`src/rtl/mux_4to1_arbiter.sv`:
```
`default_nettype none
// ============================================================================
// Module   : mux_4to1_arbiter
// Purpose  : Round-robin arbiter driving a dual-rail select for a shared 4:1
//            mux, with a settling cycle before each grant and timeout preemption.
// Revision : 1.0 - initial release
// ============================================================================
module mux_4to1_arbiter #(
  parameter int unsigned HOLD_MAX = 16,
  parameter int unsigned CNT_W    = 5
) (
  input  logic       Clk,
  input  logic       _Reset,
  input  logic [3:0] Req,
  output logic [3:0] Grant,
  output logic [1:0] Select,
  output logic [1:0] _Select,
  output logic       Valid,
  output logic       Preempt
);

  typedef enum logic [1:0] {
    S_IDLE   = 2'd0,
    S_SWITCH = 2'd1,
    S_GRANT  = 2'd2
  } state_t;

  localparam logic [CNT_W-1:0] C_CNT_MAX   = '1;
  localparam logic [CNT_W-1:0] C_HOLD_LAST = CNT_W'(HOLD_MAX - 1);
  localparam logic             C_PREEMPT   = (HOLD_MAX != 0);

  state_t           r_state;
  logic [1:0]       r_win;
  logic [1:0]       r_last;
  logic [CNT_W-1:0] r_cnt;
  logic [3:0]       r_grant;
  logic [1:0]       r_sel;
  logic [1:0]       r_sel_n;
  logic             r_valid;
  logic             r_preempt;

  state_t           w_state;
  logic [1:0]       w_win;
  logic [1:0]       w_last;
  logic [CNT_W-1:0] w_cnt;
  logic [3:0]       w_grant;
  logic [1:0]       w_sel;
  logic             w_valid;
  logic             w_preempt;

  logic [3:0]       w_win_oh;
  logic [3:0]       w_others;
  logic [1:0]       w_pick_idle;
  logic [1:0]       w_pick_next;

  // First set bit of req, scanning upward from start and wrapping.
  function automatic logic [1:0] rr_pick(input logic [3:0] req, input logic [1:0] start);
    logic [1:0] idx;
    logic [1:0] res;
    logic       found;
    res   = start;
    found = 1'b0;
    for (int k = 0; k < 4; k++) begin
      idx = start + 2'(k);
      if (!found && req[idx]) begin
        res   = idx;
        found = 1'b1;
      end
    end
    return res;
  endfunction

  assign w_win_oh    = 4'b0001 << r_win;
  assign w_others    = Req & ~w_win_oh;
  assign w_pick_idle = rr_pick(Req, r_last + 2'd1);
  assign w_pick_next = rr_pick(w_others, r_win + 2'd1);

  always_comb begin
    w_state   = r_state;
    w_win     = r_win;
    w_last    = r_last;
    w_cnt     = r_cnt;
    w_grant   = r_grant;
    w_sel     = r_sel;
    w_valid   = r_valid;
    w_preempt = 1'b0;

    case (r_state)
      S_IDLE: begin
        w_grant = 4'b0000;
        w_valid = 1'b0;
        if (|Req) begin
          w_win   = w_pick_idle;
          w_sel   = w_pick_idle;
          w_state = S_SWITCH;
        end
      end

      S_SWITCH: begin
        if (Req[r_win]) begin
          w_state = S_GRANT;
          w_grant = w_win_oh;
          w_valid = 1'b1;
          w_cnt   = '0;
        end else begin
          w_state = S_IDLE;
        end
      end

      S_GRANT: begin
        if (r_cnt != C_CNT_MAX) begin
          w_cnt = r_cnt + 1'b1;
        end
        // Release takes precedence over a coincident timeout.
        if (!Req[r_win]) begin
          w_grant = 4'b0000;
          w_valid = 1'b0;
          w_last  = r_win;
          if (|w_others) begin
            w_win   = w_pick_next;
            w_sel   = w_pick_next;
            w_state = S_SWITCH;
          end else begin
            w_state = S_IDLE;
          end
        end else if (C_PREEMPT && (r_cnt == C_HOLD_LAST) && (|w_others)) begin
          w_grant   = 4'b0000;
          w_valid   = 1'b0;
          w_preempt = 1'b1;
          w_last    = r_win;
          w_win     = w_pick_next;
          w_sel     = w_pick_next;
          w_state   = S_SWITCH;
        end
      end

      default: begin
        w_state = S_IDLE;
        w_grant = 4'b0000;
        w_valid = 1'b0;
      end
    endcase
  end

  always_ff @(posedge Clk or negedge _Reset) begin
    if (!_Reset) begin
      r_state   <= S_IDLE;
      r_win     <= 2'd0;
      r_last    <= 2'd3;
      r_cnt     <= '0;
      r_grant   <= 4'b0000;
      r_sel     <= 2'b00;
      r_sel_n   <= 2'b11;
      r_valid   <= 1'b0;
      r_preempt <= 1'b0;
    end else begin
      r_state   <= w_state;
      r_win     <= w_win;
      r_last    <= w_last;
      r_cnt     <= w_cnt;
      r_grant   <= w_grant;
      r_sel     <= w_sel;
      r_sel_n   <= ~w_sel;
      r_valid   <= w_valid;
      r_preempt <= w_preempt;
    end
  end

  assign Grant   = r_grant;
  assign Select  = r_sel;
  assign _Select = r_sel_n;
  assign Valid   = r_valid;
  assign Preempt = r_preempt;

endmodule
`default_nettype wire

```
`config.mk`:
```
export PLATFORM = sky130hd
export DESIGN_NAME = mux_4to1_arbiter
export DESIGN_NICKNAME = d
export VERILOG_FILES = /design/src/rtl/mux_4to1_arbiter.sv
export SDC_FILE = /design/constraint.sdc
export NUM_CORES = 1
export LEC_CHECK = 0
export CAP_MARGIN = 25
export CORE_MARGIN = 4
export CORE_UTILIZATION = 35
export CTS_CLUSTER_DIAMETER = 150
export CTS_CLUSTER_SIZE = 30
export DETAILED_ROUTE_END_ITERATION = 7
export PLACE_DENSITY_LB_ADDON = 0.25
export RECOVER_POWER = 50
export SYNTH_ARGS = -nofsm -noshare
export SYNTH_HDL_FRONTEND = slang
export SYNTH_SLANG_ARGS = --single-unit
```
`constraint.sdc`:
```
create_clock -name Clk -period 6.9 [get_ports Clk]
set_clock_uncertainty 0.15 [all_clocks]
set_input_delay 1.38 -clock Clk [delete_from_list [all_inputs] [get_ports Clk]]
set_output_delay 1.38 -clock Clk [all_outputs]
set_load 0.05 [all_outputs]
```
==> metrics.yaml, run 1 <==
grt_pass1_wl_um: 5710
ys.flop_type: "dfrtp_1"
powerDensity_mw_per_mm2: 426
overflow: 0
max_freq_mhz: 287
syn-mean-instance-area_um2: 9.82
path_max_fanout: 8
fin_util: 0.431
startpoint_type: "input pin"
ys_warn_count: 0
drive_gt1_frac: 0.150
ys_seq_area_frac: 0.346
place_inst: 218
diodes: 0
relSlewSlack: 0.432
post_cts_buffers: 0
antenna_found_initial: 0
drtPass1Iterations: 4
grt_pass1_vias: 1222
fillers: 401
numCtsBuffers: 3
die_w_um: 74.2
core-area_mm2: 0.00412
io_pins: 16
hold_class: "flip-flop to flip-flop"
vias: 1231
cts_root_buf: "clkbuf_8"
cts_buffer_depth: 2
grt_use_total: 0.133
hold_viol_final: 0
dp_slack_ns: 3.19
drc: 0
synthTopCellsByArea: "dfrtp_1, ha_1, dfstp_2, mux2_4, and3_1"
cts_tree: "yes"
p_leak_uw: 0.000834
status: "finished clean"
drtIter0Drc: 48
p_total_uw: 756
cts_sinks: 21
tightest_slew_ns: 0.852
cts_hold_buf: 0
gp_congestion: 0.796
vdd_drop_max_uv: 166
cp-end-kind: "flip-flop"
min_period_ns: 3.48
port_buffers: 15
syn-num-nets: 173
final_cells: 223
fp-row-count: 23
cp.required_ns: 6.91
crit_arrival_ns: 3.49
viasPerCell: 5.52
yosys.area.top_type: "dfrtp_1"
htree_levels: 1
final-setup-viol-count: 0
slew_violations: 0
maxCapViolCount: 0
yosys_register_bits: 21
route.final.wire_length_um: 3380
yosys.cell_types.count: 49
synth-async-reset-ratio: 1.00
synth_edf_count: 0
post_cts_resized: 0
netlist.area_leader.share: 0.278
worstSetupPathType: "input pin to flip-flop"
clk_latency_ns: 0.26
grt_setup_unrepaired: "false"
dpl.hpwl_um: 2510
netlist_area_mm2: 0.00153
die_h_um: 74.2
syn_to_final_growth_pct: 15.9
die-area_mm2: 0.00550
wl_per_cell_um: 15.2
setup_ws_ns: 3.42
r2r.worst_path.cells: 7
num-nets-final: 191
synthCells: 156
clk_pin_slew_ns: 0.08
hold_path_depth: 1
grt_max_degree: 22
initial_utilization: 0.372
ant_nets: 0
finalSetupTns_ns: 0
period_share: 0.505
==> worst max-delay path, cell delays in order <==
cell           delay (ns)
dlygate4sd3_1        0.64
mux4_1               0.59
o21ai_1              0.46
nor3_1               0.09
a21o_1               0.17
a22o_1               0.17
==> kinds of logic after synthesis <==
family	Yosys count	share of synthesized area
AND/OR/NAND/NOR	57	0.217
AO/OA/AOI/OAI	41	0.208
buffers and inverters	15	0.0417
XOR/XNOR	1	0.00572
multiplexers	10	0.0915
flip-flops	21	0.346
adder cells (fa/ha/maj)	11	0.0899
==> path summary, 6_finish.rpt <==
path / from / slack (ns) / end
worst max-delay path: Req[3] / 3.42 / r_cnt[0]$_DFFE_PN0P_
worst min-delay path: r_cnt[3]$_DFFE_PN0P_ / 0.33 / r_cnt[3]$_DFFE_PN0P_
worst max register to register: r_win[0]$_DFFE_PN0P_ / 4.14 / flip-flop
worst min register to register: r_cnt[3]$_DFFE_PN0P_ / 0.33 / r_cnt[3]$_DFFE_PN0P_
max in group asynchronous: _Reset / 4.25 / Grant[1]$_DFFE_PN0P_
min in group asynchronous: _Reset / 1.28 / r_cnt[3]$_DFFE_PN0P_
==> metrics by stage <==
| step | cell area (µm²) | hold WS [ns] |
|---|---|---|
| final | 1780 | 0.327 |
| after detailed placement | 1730 | 0.314 |
| after global placement | 1730 | 0.305 |
| after CTS | 1770 | 0.325 |
| after floorplan | 1530 | 0.287 |
| after global routing | 1780 | 0.347 |
==> layout by cell type, fill, tap and decap left out, drive strengths merged, types with 3 or more instances in the layout <==
cell | synthesis | final
clkbuf | 1 | 4
nand2b | 5 | 5
a311o | 4 | 4
ha | 11 | 11
dfstp | 4 | 4
a221oi | 3 | 3
nand2 | 7 | 7
mux2 | 7 | 7
nor2 | 12 | 12
dlygate4sd3 | 0 | 5
clkdlybuf4s50 | 0 | 10
and2 | 8 | 8
dfrtp | 17 | 17
o21ai | 10 | 10
a21oi | 4 | 4
inv | 12 | 12
and3 | 8 | 8
nor2b | 4 | 4
nor3b | 3 | 3
nor3 | 3 | 3
==> area by class of cell <==
class	instances	area, µm²	area share
flip-flops and latches	21	531	0.299
well taps	50	62.6	0.0352
multi-input cells	120	937	0.528
clock inverters	1	5.00	0.00282
clock buffers	3	41.3	0.0233
repair buffers	16	154	0.0867
inverters	12	45.0	0.0254
==> flip-flops by register name (all words and copies together), names as in the netlist, named ones only <==
register,cells
Grant,4
Preempt,1
Valid,1
_Select,2
r_cnt,5
r_last,2
r_state,2
r_win,2
==> power breakdown <==
group          total [µW]  switching [µW]  internal, µW
logic                 450             260           190
clock network        81.5            41.2          40.3
registers             225            50.1           175
total                 756             352           405
==> layer usage <==
metal,GRT usage,vias to the layer above,wire [µm]
li1,-,617,-
met3,0.0311,4,104
met1,0.177,589,1680
met4,0.0241,0,29
met2,0.221,21,1570
met5,0,-,0
==> synthesized netlist by cell type (2+ instances only) <==
cell,instances
dfrtp_1,17
inv_1,12
nor2_1,12
ha_1,11
o21ai_0,9
and3_1,8
nand2_1,7
nand2b_1,5
a311o_1,4
and2_1,4
and2_2,4
dfstp_2,4
mux2_4,4
nor2b_1,4
a21oi_1,3
a221oi_1,3
mux2_2,3
nor3_1,3
nor3b_1,3
a21o_1,2
a2bb2oi_1,2
mux2i_1,2
o211ai_1,2
o221ai_1,2
o31ai_1,2
(Power assumes the default switching activity.)
==> inputs of run 2 (changes only) <==
==> constraint.sdc (replaced) <==
create_clock -name Clk -period 3.15 [get_ports Clk]
set_clock_uncertainty 0.15 [all_clocks]
set_input_delay 0.63 -clock Clk [delete_from_list [all_inputs] [get_ports Clk]]
set_output_delay 0.63 -clock Clk [all_outputs]
set_load 0.05 [all_outputs]
==> run 2 against run 1 <==
Net effect:
- die area unchanged
- largest cell class unchanged
- sequential power up 120%
- total power is 120% higher
- critical path depth is 1 higher
- via count hardly changed
- register-to-register slack lost 3.7 ns
==> metrics.yaml, run 2 (synthesis results as in run 1) <==
cpMaxStageDelayCell: "dfrtp_1"
largest_reg_flops: 5  # unchanged
cts_tree: "yes"
slew_violations: 0  # unchanged
powerDensity_mw_per_mm2: 937  # +120%
cts_buffer_depth: 2  # unchanged
dp_slack_ns: 0.213  # -2.98 ns
viasPerCell: 5.44  # -1.4%
antenna_found_initial: 0  # unchanged
vias: 1230  # -0.081%
cp.required_ns: 3.15  # -3.76 ns
gp_congestion: 0.796  # +0.10%
finalSetupTns_ns: 0  # unchanged
core-area_mm2: 0.00412  # unchanged
largest-register: "r_cnt"
grt_pass1_vias: 1213  # -0.74%
cts_root_buf: "clkbuf_8"
worstPathBufferInverterCount: 1  # unchanged
drive_gt1_frac: 0.153  # +0.00312
critPathMaxStageDelay_ns: 0.62  # -0.02 ns
numCtsBuffers: 3  # unchanged
max_freq_mhz: 366
route.final.wire_length_um: 3260  # -3.7%
path_cells: "inv_1, ha_1, nand2b_1, nand4_1, a21oi_2, or4_4, mux2_4"
min_period_ns: 2.73
num-nets-final: 194  # +1.6%
wl_per_cell_um: 14.4  # -4.9%
syn_to_final_growth_pct: 16.7
p_leak_uw: 0.000844  # +1.2%
hold_class: "flip-flop to flip-flop"
setup_ws_ns: 0.416  # -3.00 ns
cts_hold_buf: 0  # unchanged
post_cts_resized: 0  # unchanged
io_pins: 16  # unchanged
dpl.hpwl_um: 2470  # -1.5%
drtIter0Drc: 50  # +4.2%
crit_arrival_ns: 2.74  # -0.75 ns
overflow: 0  # unchanged
place_inst: 221  # +1.4%
relSlewSlack: 0.273  # -0.159
die-area_mm2: 0.00550  # unchanged
cp-end-kind: "flip-flop"
mostFrequentLayoutCells: "dfrtp_1, inv_1, nor2_1"
post_cts_buffers: 0  # unchanged
initial_utilization: 0.372  # unchanged
startpoint_type: "flip-flop"
die_h_um: 74.2  # unchanged
grt_setup_unrepaired: "false"
maxCapViolCount: 0  # unchanged
hold_viol_final: 0  # unchanged
ant_nets: 0  # unchanged
drtPass1Iterations: 4  # unchanged
worstSetupPathType: "flip-flop to flip-flop"
cts_sinks: 21  # unchanged
clk_latency_ns: 0.26  # about the same
vdd_drop_max_uv: 421  # +150%
htree_levels: 1  # unchanged
clk_pin_slew_ns: 0.08  # about the same
tightest_slew_ns: 1.09  # +0.238 ns
port_buffers: 15  # unchanged
die_w_um: 74.2  # unchanged
period_share: 0.868
fp-row-count: 23  # unchanged
drc: 0  # unchanged
grt_pass1_wl_um: 5800  # +1.6%
grt_max_degree: 21  # -4.5%
status: "finished clean"
crit_family: "simple AND/OR/NAND/NOR gates"
final_cells: 226  # +1.3%
final_common_cell: "dfrtp_1"
diodes: 0  # unchanged
path_max_fanout: 12  # +4
final-setup-viol-count: 0  # unchanged
grt_use_total: 0.133  # +0.000467
fin_util: 0.434  # +0.00304
## run 2: cell count changes in the layout (fill, tap and decap cells not counted), sizes merged
cell | before | now
buf | 0 | 2
clkbuf | 4 | 5
## run 2: area by class of cell
class,instances,area [µm²]
multi-input combinational,120,931
clock inverter,1,5.00
sequential,21,531
timing repair buffer,19,173
clock buffer,3,41.3
inverter,12,45.0
tap,50,62.6
fill,388,2330
## run 2: path summary, 6_finish.rpt
kind / cells past startpoint / end / startpoint / slack [ns]
min reg2reg: 1 / r_cnt[3]$_DFFE_PN0P_ / r_cnt[3]$_DFFE_PN0P_ / 0.33
max: 7 / r_win[1]$_DFFE_PN0P_ / r_win[0]$_DFFE_PN0P_ / 0.42
max reg2reg: 7 / r_win[1]$_DFFE_PN0P_ / r_win[0]$_DFFE_PN0P_ / 0.42
max in group asynchronous: 3 / r_last[1]$_DFFE_PN1P_ / _Reset / 1.24
min in group asynchronous: 2 / r_state[0]$_DFFE_PN0P_ / _Reset / 0.94
min: 1 / r_cnt[3]$_DFFE_PN0P_ / r_cnt[3]$_DFFE_PN0P_ / 0.33
## run 2: where the power goes
part / switching [µW] / total, µW / internal, µW
combinational: 565 / 1000 / 436
sequential: 108 / 491 / 383
clock: 95.6 / 184 / 88.3
## run 2: stage by stage
step | power, µW | hold WS, ns | instance area, µm²
CTS | 1690 | 0.329 | 1790
detailed placement | 1500 | 0.318 | 1750
floorplan | 1240 | 0.184 | 1530
global route | 1810 | 0.356 | 1790
finish | 1680 | 0.326 | 1790
global placement | 1490 | 0.311 | 1750
## run 2: worst register-to-register path: stages, from the launching register on
cell and delay [ns]:
dfrtp_1 0.62, inv_1 0.15, ha_1 0.25, nand2b_1 0.18
nand4_1 0.23, a21oi_2 0.17, or4_4 0.56, mux2_4 0.31
## run 2: metal layers
metal  global-route usage  vias to the layer above  share of wire
met2                0.211                       19           0.44
met3               0.0284                        2          0.034
met5                    0                        -              0
met4               0.0181                        0         0.0040
li1                     -                      618              -
met1                0.192                      591           0.52
==> inputs of run 3 (changes only) <==
==> constraint.sdc (replaced) <==
create_clock -name Clk -period 3.15 [get_ports Clk]
set_clock_uncertainty 0.15 [all_clocks]
set_input_delay 0.4725 -clock Clk [delete_from_list [all_inputs] [get_ports Clk]]
set_output_delay 0.4725 -clock Clk [all_outputs]
set_load 0.05 [all_outputs]
==> run 3 against run 2 <==
Net effect:
- die area did not move
- clock power fell by 2%
- worst hold slack got worse by 0.0049 ns
- sequential share of layout area rose by 0.19 points
- sequential cell count did not move
- total power fell by 1.6%
- global-route usage fell by 0.90 points
- wire length fell by 2.0%
- first-iteration DRC count rose by 18%
- design area fell by 0.63%
- register-to-register slack barely moved
- critical endpoint unchanged
==> metrics.yaml, run 3 (synthesis results as in run 1) <==
status: "finished clean"
cp.required_ns: 3.15  # about the same
grt_use_total: 0.124  # -0.00902
multi_input_area_um2: 931  # unchanged
overflow: 0  # unchanged
cp-end-kind: "flip-flop"
hold_class: "flip-flop to flip-flop"
period_share: 0.869  # +0.00117
io_pins: 16  # unchanged
hold_viol_final: 0  # unchanged
largest_reg_flops: 5  # unchanged
min_to: "r_cnt[3]$_DFFE_PN0P_"
ant_nets: 0  # unchanged
final_cells: 224  # -0.88%
r2r-end: "r_win[1]$_DFFE_PN0P_"
p_leak_uw: 0.000838  # -0.68%
clk_pin_slew_ns: 0.08  # about the same
cts_buffer_depth: 2  # unchanged
grt_pass1_wl_um: 5400  # -6.9%
power_frac_seq: 0.297  # +0.004
intPower_uw: 892  # -1.6%
wl_per_cell_um: 14.3  # -1.1%
fin_hold_ws_ns: 0.321  # -0.00493 ns
tightest_slew_ns: 0.777  # -0.313 ns
comb_power_share: 0.594  # -0.003
startpoint_type: "flip-flop"
cts_tree: "yes"
die-area_mm2: 0.00550  # unchanged
port_buffers: 15  # unchanged
min_period_ns: 2.74  # +0.00368 ns
largest-register: "r_cnt"
fillers: 408  # +5.2%
post-route-cell-area_mm2: 0.00178  # -0.63%
cts_sinks: 21  # unchanged
clkPwrFrac: 0.109  # about the same
cts_hold_buf: 0  # unchanged
die_w_um: 74.2  # unchanged
hold_path_depth: 1  # unchanged
initial_utilization: 0.372  # unchanged
syn_to_final_growth_pct: 16.0
relSlewSlack: 0.482  # +0.209
grt_pass1_vias: 1182  # -2.6%
reg2reg_slack_ns: 0.41  # about the same
crit_start: "r_win[0]$_DFFE_PN0P_"
grt_max_degree: 22  # +4.8%
dpl_cell_area_mm2: 0.00173  # -0.86%
grt_setup_unrepaired: "false"
place_inst: 219  # -0.90%
drtIter0Drc: 59  # +18%
drc: 0  # unchanged
post_cts_resized: 0  # unchanged
gp_congestion: 0.795  # -0.16%
min_from: "r_cnt[3]$_DFFE_PN0P_"
maxCapViolCount: 0  # unchanged
p_sw_uw: 757  # -1.6%
drive_gt1_frac: 0.149  # -0.00398
viasPerCell: 5.40  # -0.75%
cts_root_buf: "clkbuf_8"
crit_arrival_ns: 2.74  # about the same
r2r.worst_path.cells: 7  # unchanged
max_freq_mhz: 365  # -0.13%
core-area_mm2: 0.00412  # unchanged
dpl.hpwl_um: 2490  # +0.72%
num-nets-final: 192  # -1.0%
drtPass1Iterations: 4  # unchanged
path_max_fanout: 12  # unchanged
htree_levels: 1  # unchanged
route.final.wire_length_um: 3200  # -2.0%
powerDensity_mw_per_mm2: 928  # -0.95%
die_h_um: 74.2  # unchanged
r2r-start: "r_win[0]$_DFFE_PN0P_"
final_common_cell: "dfrtp_1"
slew_violations: 0  # unchanged
vias: 1210  # -1.6%
finalSetupTns_ns: 0  # unchanged
post_cts_buffers: 0  # unchanged
antenna_found_initial: 0  # unchanged
diodes: 0  # unchanged
numCtsBuffers: 3  # unchanged
vdd_drop_max_uv: 394  # -6.6%
final-setup-viol-count: 0  # unchanged
fp-row-count: 23  # unchanged
regArea_um2: 531  # unchanged
worstSetupPathType: "flip-flop to flip-flop"
p_sw_frac: 0.459  # about the same
mostFrequentLayoutCells: "dfrtp_1, inv_1, nor2_1"
clk_latency_ns: 0.26  # about the same
[run 3: changes by cell type in the layout (fill, tap and decap cells not counted)]
cell | previous run | this run
buf_4 | 2 | 1
clkbuf_1 | 2 | 1
[run 3: worst max-delay path: stages, from the launching register on]
cell      delay [ns]
dfrtp_1         0.63
inv_1           0.15
ha_1            0.26
nand2b_1        0.19
nand4_1         0.23
a21oi_2         0.16
or4_4           0.56
mux2_4          0.31
[run 3: metrics by stage]
stage | util | setup WS, ns | power (µW)
after floorplan | - | 0.856 | 1240
after global placement | 0.421 | 0.417 | 1470
after detailed placement | 0.421 | 0.375 | 1490
after CTS | 0.432 | 0.480 | 1670
after global routing | 0.432 | 0.296 | 1770
final | 0.432 | 0.412 | 1650
[run 3: area by class of cell]
class                           count  area share
Inverter                           12      0.0254
Clock inverter                      1     0.00282
Tap cell                           50      0.0352
Sequential cell                    21       0.299
Timing Repair Buffer               17      0.0908
Multi-Input combinational cell    120       0.524
Clock buffer                        3      0.0232
[run 3: how the worst max path moves through the flow]
stage                                 endpoint  slack, ns  depth (start not counted)
after detailed placement  r_win[1]$_DFFE_PN0P_       0.37                          6
after global routing      r_win[1]$_DFFE_PN0P_       0.30                          7
after floorplan           r_win[0]$_DFFE_PN0P_       0.86                          8
after global placement    r_win[0]$_DFFE_PN0P_       0.42                          6
after CTS                 r_win[1]$_DFFE_PN0P_       0.48                          7
final                     r_win[1]$_DFFE_PN0P_       0.41                          7
[run 3: routing by layer]
metal / GRT usage / part of all wire / vias up
met3: 0.0297 / 0.039 / 4
met5: 0 / 0 / -
li1: - / - / 615
met4: 0.0201 / 0.0063 / 0
met2: 0.206 / 0.46 / 18
met1: 0.168 / 0.49 / 573
[run 3: power by group through the flow]
stage | registers [µW] | clock network, µW | logic, µW
detailed placement | 494 | 0 | 991
global placement | 488 | 0 | 978
global route | 508 | 200 | 1060
floorplan | 630 | 0 | 605
CTS | 491 | 187 | 993
finish | 490 | 180 | 980
